**src/rtl/mul_rr_scheduler.sv**
```systemverilog
// mul_rr_scheduler: round-robin issue of NUM_REQ operand streams onto one
// fixed-latency multiplier. A valid/id token shift register tracks in-flight
// ops. Results land in an in-order result FIFO that is protected by credits.
// Optional feature: define MUL_SCHED_PERF_CNT_EN to build the issue/stall
// counters; otherwise both counter outputs are tied to zero.
module mul_rr_scheduler #(
    parameter int unsigned NUM_REQ        = 4,
    parameter int unsigned DATA_LEN       = 32,
    parameter int unsigned PIPELINE_STAGE = 2
) (
    input  logic                        clk,
    input  logic                        reset,
    input  logic                        enable,
    input  logic                        flush,
    input  logic [NUM_REQ-1:0]          req_valid,
    input  logic [NUM_REQ*DATA_LEN-1:0] req_a,
    input  logic [NUM_REQ*DATA_LEN-1:0] req_b,
    output logic [NUM_REQ-1:0]          req_ready,
    output logic [DATA_LEN-1:0]         mul_a,
    output logic [DATA_LEN-1:0]         mul_b,
    input  logic [DATA_LEN-1:0]         mul_result,
    output logic                        rsp_valid,
    output logic [$clog2(NUM_REQ)-1:0]  rsp_id,
    output logic [DATA_LEN-1:0]         rsp_result,
    input  logic                        rsp_ready,
    output logic                        busy,
    output logic                        flush_done,
    output logic [31:0]                 issue_count,
    output logic [31:0]                 stall_count
);

    localparam int unsigned ID_W      = $clog2(NUM_REQ);
    localparam int unsigned BUF_DEPTH = PIPELINE_STAGE + 2;
    localparam int unsigned PTR_W     = $clog2(BUF_DEPTH);
    localparam int unsigned CNT_W     = $clog2(2 * BUF_DEPTH + 1);

    typedef enum logic [1:0] {
        IDLE  = 2'd0,
        RUN   = 2'd1,
        DRAIN = 2'd2
    } state_t;

    state_t                state_q, state_d;
    logic [ID_W-1:0]       rr_ptr;
    logic                  grant_vld;
    logic [ID_W-1:0]       grant_id;
    logic                  can_issue;

    logic [PIPELINE_STAGE-1:0] sr_vld;
    logic [ID_W-1:0]           sr_id [PIPELINE_STAGE];

    logic [ID_W-1:0]       fifo_id   [BUF_DEPTH];
    logic [DATA_LEN-1:0]   fifo_data [BUF_DEPTH];
    logic [PTR_W-1:0]      wr_ptr, rd_ptr;
    logic [CNT_W-1:0]      fifo_cnt;
    logic [CNT_W-1:0]      inflight;
    logic [CNT_W-1:0]      total;
    logic                  push, pop;

    // Requester index k positions after the round-robin pointer.
    function automatic logic [ID_W-1:0] rr_idx(input logic [ID_W-1:0] base,
                                               input int unsigned k);
        return ID_W'((32'(base) + k) % NUM_REQ);
    endfunction

    // Circular FIFO pointer increment.
    function automatic logic [PTR_W-1:0] ptr_inc(input logic [PTR_W-1:0] p);
        return (p == PTR_W'(BUF_DEPTH - 1)) ? '0 : p + PTR_W'(1);
    endfunction

    // Credits: in-flight tokens plus buffered results.
    always_comb begin
        inflight = '0;
        for (int unsigned i = 0; i < PIPELINE_STAGE; i++)
            inflight = inflight + CNT_W'(sr_vld[i]);
    end

    assign total     = inflight + fifo_cnt;
    assign busy      = (total != '0);
    assign can_issue = (state_q == RUN) && enable && !flush && (total < CNT_W'(BUF_DEPTH));

    // Round-robin search from the pointer; one-hot ready.
    always_comb begin
        grant_vld = 1'b0;
        grant_id  = '0;
        for (int unsigned k = 0; k < NUM_REQ; k++) begin
            if (!grant_vld && can_issue && req_valid[rr_idx(rr_ptr, k)]) begin
                grant_vld = 1'b1;
                grant_id  = rr_idx(rr_ptr, k);
            end
        end
        req_ready = '0;
        if (grant_vld)
            req_ready[grant_id] = 1'b1;
    end

    // State register.
    always_ff @(posedge clk or posedge reset) begin
        if (reset) state_q <= IDLE;
        else       state_q <= state_d;
    end

    // Next-state logic; flush_done marks the DRAIN->IDLE transition cycle.
    always_comb begin
        state_d    = state_q;
        flush_done = 1'b0;
        unique case (state_q)
            IDLE: begin
                if (flush)       state_d = DRAIN;
                else if (enable) state_d = RUN;
            end
            RUN: begin
                if (flush)        state_d = DRAIN;
                else if (!enable) state_d = IDLE;
            end
            DRAIN: begin
                if (!busy) begin
                    state_d    = IDLE;
                    flush_done = 1'b1;
                end
            end
            default: state_d = IDLE;
        endcase
    end

    // Round-robin pointer advances past the granted requester.
    always_ff @(posedge clk or posedge reset) begin
        if (reset)
            rr_ptr <= '0;
        else if (grant_vld)
            rr_ptr <= (grant_id == ID_W'(NUM_REQ - 1)) ? '0 : grant_id + ID_W'(1);
    end

    // Multiplier operand registers; hold when nothing is issued.
    always_ff @(posedge clk or posedge reset) begin
        if (reset) begin
            mul_a <= '0;
            mul_b <= '0;
        end else if (grant_vld) begin
            mul_a <= req_a[32'(grant_id) * DATA_LEN +: DATA_LEN];
            mul_b <= req_b[32'(grant_id) * DATA_LEN +: DATA_LEN];
        end
    end

    // Token shift register aligned with the multiplier latency.
    always_ff @(posedge clk or posedge reset) begin
        if (reset) begin
            sr_vld <= '0;
            for (int unsigned i = 0; i < PIPELINE_STAGE; i++)
                sr_id[i] <= '0;
        end else begin
            sr_vld[0] <= grant_vld;
            sr_id[0]  <= grant_id;
            for (int unsigned i = 1; i < PIPELINE_STAGE; i++) begin
                sr_vld[i] <= sr_vld[i-1];
                sr_id[i]  <= sr_id[i-1];
            end
        end
    end

    assign push       = sr_vld[PIPELINE_STAGE-1];
    assign rsp_valid  = (fifo_cnt != '0);
    assign pop        = rsp_valid && rsp_ready;
    assign rsp_id     = fifo_id[rd_ptr];
    assign rsp_result = fifo_data[rd_ptr];

    // Result FIFO: write on token exit, pop on consumer handshake.
    always_ff @(posedge clk or posedge reset) begin
        if (reset) begin
            wr_ptr   <= '0;
            rd_ptr   <= '0;
            fifo_cnt <= '0;
            for (int unsigned i = 0; i < BUF_DEPTH; i++) begin
                fifo_id[i]   <= '0;
                fifo_data[i] <= '0;
            end
        end else begin
            if (push) begin
                fifo_id[wr_ptr]   <= sr_id[PIPELINE_STAGE-1];
                fifo_data[wr_ptr] <= mul_result;
                wr_ptr            <= ptr_inc(wr_ptr);
            end
            if (pop)
                rd_ptr <= ptr_inc(rd_ptr);
            case ({push, pop})
                2'b10:   fifo_cnt <= fifo_cnt + CNT_W'(1);
                2'b01:   fifo_cnt <= fifo_cnt - CNT_W'(1);
                default: fifo_cnt <= fifo_cnt;
            endcase
        end
    end

`ifdef MUL_SCHED_PERF_CNT_EN
    logic stall_evt;
    assign stall_evt = (state_q == RUN) && (|req_valid) && !grant_vld;

    // Saturating performance counters, cleared only by reset.
    always_ff @(posedge clk or posedge reset) begin
        if (reset) begin
            issue_count <= '0;
            stall_count <= '0;
        end else begin
            if (grant_vld && (issue_count != '1))
                issue_count <= issue_count + 32'd1;
            if (stall_evt && (stall_count != '1))
                stall_count <= stall_count + 32'd1;
        end
    end
`else
    assign issue_count = '0;
    assign stall_count = '0;
`endif

endmodule

```
**config.mk**
```make
export PLATFORM = sky130hd
export DESIGN_NAME = mul_rr_scheduler
export DESIGN_NICKNAME = d
export VERILOG_FILES = /design/src/rtl/mul_rr_scheduler.sv
export SDC_FILE = /design/constraint.sdc
export NUM_CORES = 1
export LEC_CHECK = 0
export CAP_MARGIN = 20
export CORE_AREA = 2 2 181 183
export CTS_CLUSTER_SIZE = 10
export DETAILED_ROUTE_END_ITERATION = 8
export DIE_AREA = 0 0 183 185
export DONT_BUFFER_PORTS = 1
export GPL_TIMING_DRIVEN = 0
export PLACE_DENSITY_LB_ADDON = 0.12
export SLEW_MARGIN = 20
export SYNTH_ARGS = -nofsm -noshare
export SYNTH_HDL_FRONTEND = slang
export SYNTH_SLANG_ARGS = --single-unit
```
**constraint.sdc**
```tcl
create_clock -name clk -period 8.7 [get_ports clk]
set_input_delay 1.305 -clock clk [delete_from_list [all_inputs] [get_ports clk]]
set_output_delay 1.305 -clock clk [all_outputs]
set_load 0.05 [all_outputs]
```
==> results.py <==
metrics = {
    "outcome": {
        "status": "finished, final reports clean",
    },
    "setup_path": {
        "crit_type": "register to primary output",
        "critPathMaxStageDelay_ns": 0.88,
        "reg2reg_setup_slack_ns": 5.69,
        "endpoint_kind": "primary output",
        "crit_slowest_cell": "nor2_1",
        "crit_chain": "fa_1, ha_1, nor3_1, a41oi_2, nor2_4, buf_2, buf_2, nand2_1, nor2_1",
        "r2r-start": "fifo_cnt[0]$_DFFE_PP0P_",
        "cp_top_family": "simple AND/OR/NAND/NOR gates",
        "path_max_fanout": 10,
        "start_kind": "register",
        "critPathBufInv": 2,
        "r2r_end": "mul_a[30]$_DFFE_PP0P_",
        "cp.required_ns": 7.39,
        "worst_ep_arrival_time_ns": 3.94,
        "reg2regPathDepth": 9,
        "crit_top_cell": "buf_2",
    },
    "synth": {
        "synth_cell_types": 49,
        "synthTopCellsByCount": "218 x dfrtp_1, 137 x mux2_2, 77 x inv_1",
        "synth-seq-area-share_pct": 43.79,
        "synthArstFlopShare_pct": 100.0,
        "synth_area_leader_cell": "dfrtp_1",
        "syn-cell-area_um2": 12460,
        "synth_edf_count": 0,
        "syn_area_per_cell_um2": 12.09,
        "syn_inst": 1030,
        "synth_seq_cells": 218,
        "yosysWarningCount": 0,
        "synth_flop_cell": "dfrtp_1",
        "synth_top_area_share_pct": 43.79,
        "yosysMostFrequentCell": "dfrtp_1",
        "synth_area_leaders": "dfrtp_1 44%, mux2_2 12%, mux4_2 6.1%",
    },
    "clock_network": {
        "clk_latency_ns": 0.56,
        "clock-root-buffer": "clkbuf_16",
        "ctsHtreeMaxLevel": 1,
        "post_cts_resize_count": 0,
        "clk_pin_slew_ns": 0.06,
        "cts_buffers": 27,
        "numClockSinks": 218,
        "clk_path_buf_depth": 3,
        "hold_buffers": 0,
        "tritoncts": "yes",
        "postCtsSetupBuffers": 0,
    },
    "pwr": {
        "total_power_uw": 4448,
        "leakage_uw": 0.005946,
        "power_density_nw_per_um2": 314.8,
        "vdd_drop_max_mv": 0.1608,
    },
    "layout": {
        "drive_above_1_share_pct": 30.40,
        "multi_input_area_um2": 5949,
        "nFillCells": 3083,
        "final_core_util_pct": 44.09,
        "seq_area_um2": 5455,
        "nNetsFinal": 1432,
        "syn2layout_area_growth_pct": 13.41,
    },
    "floorplanning": {
        "dieArea_um2": 33860,
        "core-area_um2": 32040,
        "ios": 466,
        "initial_utilization_pct": 38.88,
        "die_w_um": 183,
        "row_count": 66,
        "die_y_um": 185,
    },
    "min_path": {
        "hp-start": "sr_id[2]$_DFF_PP0_",
        "hold_end": "sr_id[0]$_DFF_PP0_",
        "hp-class": "register to register",
        "hold_path_depth": 0,
    },
    "sta": {
        "skew_ns": 0.01174,
        "min_period_ns": 5.245,
        "min_period_over_period_pct": 60.29,
        "slew_headroom_pct": 26.25,
        "fmax_ghz": 0.1907,
        "rsz0062_at_grt": "no",
        "drv_slew": 0,
        "setup-violations-final": 0,
        "hold_violations": 0,
        "worst_pin_slew_ns": 1.102,
    },
    "routing": {
        "detail-route-antenna-nets": 0,
        "wl_per_cell_um": 27.92,
        "num_vias": 9121,
        "firstDrtPassIters": 5,
        "drc_errors": 0,
        "drtIter0Drc": 548,
        "routed_wl_um": 43590,
        "viasPerCell": 5.843,
    },
    "place": {
        "hpwlAfterDp_um": 33020,
        "portBuffers": 0,
        "place_congestion": 0.8823,
    },
    "grt": {
        "overflow": 0,
        "grt_pass1_vias": 9288,
        "gr-usage-all-layers_pct": 24.80,
        "grt_max_degree": 81,
        "grt_pass1_wl_um": 61930,
        "antenna_found_initial": 15,
    },
    "flow_run": {
        "cap_violations": 0,
    },
}
through the flow:
| step | std cells | setup slack (ns) | setup TNS [ns] | instance area [µm²] | hold slack, ns |
|---|---|---|---|---|---|
| CTS | 1546 | 3.395 | 0 | 14090 | 0.3533 |
| global route | 1559 | 3.226 | 0 | 14120 | 0.3755 |
| global placement | 1501 | -1.657 | -355.31 | 13200 | 0.3336 |
| finish | 1561 | 3.455 | 0 | 14130 | 0.3511 |
| floorplan | 1093 | 1.431 | 0 | 12690 | 0.3312 |
| detailed placement | 1503 | 3.787 | 0 | 13270 | 0.3347 |
area by class of cell:
type / count / share of cell area (%)
repair buffers: 2 / 0.3897
multi-input cells: 628 / 42.11
inverters: 78 / 2.126
plain buffers: 169 / 7.085
well taps: 408 / 3.614
diodes: 15 / 0.2657
clock inverters: 2 / 0.3543
clock buffers: 41 / 5.438
flip-flops and latches: 218 / 38.61
per-layer routing:
metal | share of wire, % | global-route usage [%] | vias up | wire length [µm]
met3 | 8.1 | 7.629 | 86 | 3539
met4 | 4.0 | 12.22 | 0 | 1749
met1 | 37 | 28.49 | 4599 | 16270
met5 | 0 | 0 | - | 0
li1 | - | - | 4062 | -
met2 | 51 | 42.09 | 374 | 22030
registers in the layout, summed over array words and instances, names as in the netlist:
register / count
sr_id: 4
sr_vld: 2
fifo_id: 8
fifo_cnt: 4
rr_ptr: 2
mul_b: 32
state_q: 2
wr_ptr: 2
fifo_data: 128
rd_ptr: 2
mul_a: 32
worst max path at each step:
stage                                  from                 endpoint  slack [ns]  depth (start not counted)
global placement                      reset     mul_b[9]$_DFFE_PP0P_       -1.66                          1
global route        fifo_cnt[0]$_DFFE_PP0P_             req_ready[3]        3.23                          9
floorplan                             reset  fifo_cnt[0]$_DFFE_PP0P_        1.43                          1
finish              fifo_cnt[0]$_DFFE_PP0P_             req_ready[3]        3.45                          9
CTS                 fifo_cnt[0]$_DFFE_PP0P_             req_ready[3]        3.39                          9
detailed placement                    flush             req_ready[3]        3.79                          7
power breakdown:
part	internal (µW)	total, µW	switching [µW]
sequential	1240	1970	732
combinational	470	1400	926
clock	632	1080	447
cell usage in the layout, fill, tap and decap left out, drive strengths merged, types with 2 or more instances in the layout:
cell type	instances
dfrtp	218
mux2	137
buf	120
clkbuf	92
inv	79
o31ai	64
o21a	64
nand4b	64
a32o	64
conb	64
o2111ai	64
mux4	34
diode	15
nand2	11
ha	9
nor2	9
o21ai	6
or3	4
nand3b	3
nor3	3
nor3b	3
a21oi	3
mux2i	2
xnor2	2
xor2	2
a21o	2
fa	2
nand3	2
kinds of logic (layout without fill, tap and decap cells):
logic type | after synthesis | count (layout) | synth area share (%)
AOI/OAI and AO/OA | 271 | 271 | 19.17
xor gates and xnor gates | 4 | 4 | 0.2813
adders and majority gates | 11 | 11 | 1.225
buffers and inverters | 247 | 292 | 10.39
DFF | 218 | 218 | 43.79
muxes | 173 | 173 | 18.69
other | 1 | 79 | 0.03010
and+or+nand+nor | 105 | 105 | 6.418
(Power assumes the default switching activity.)
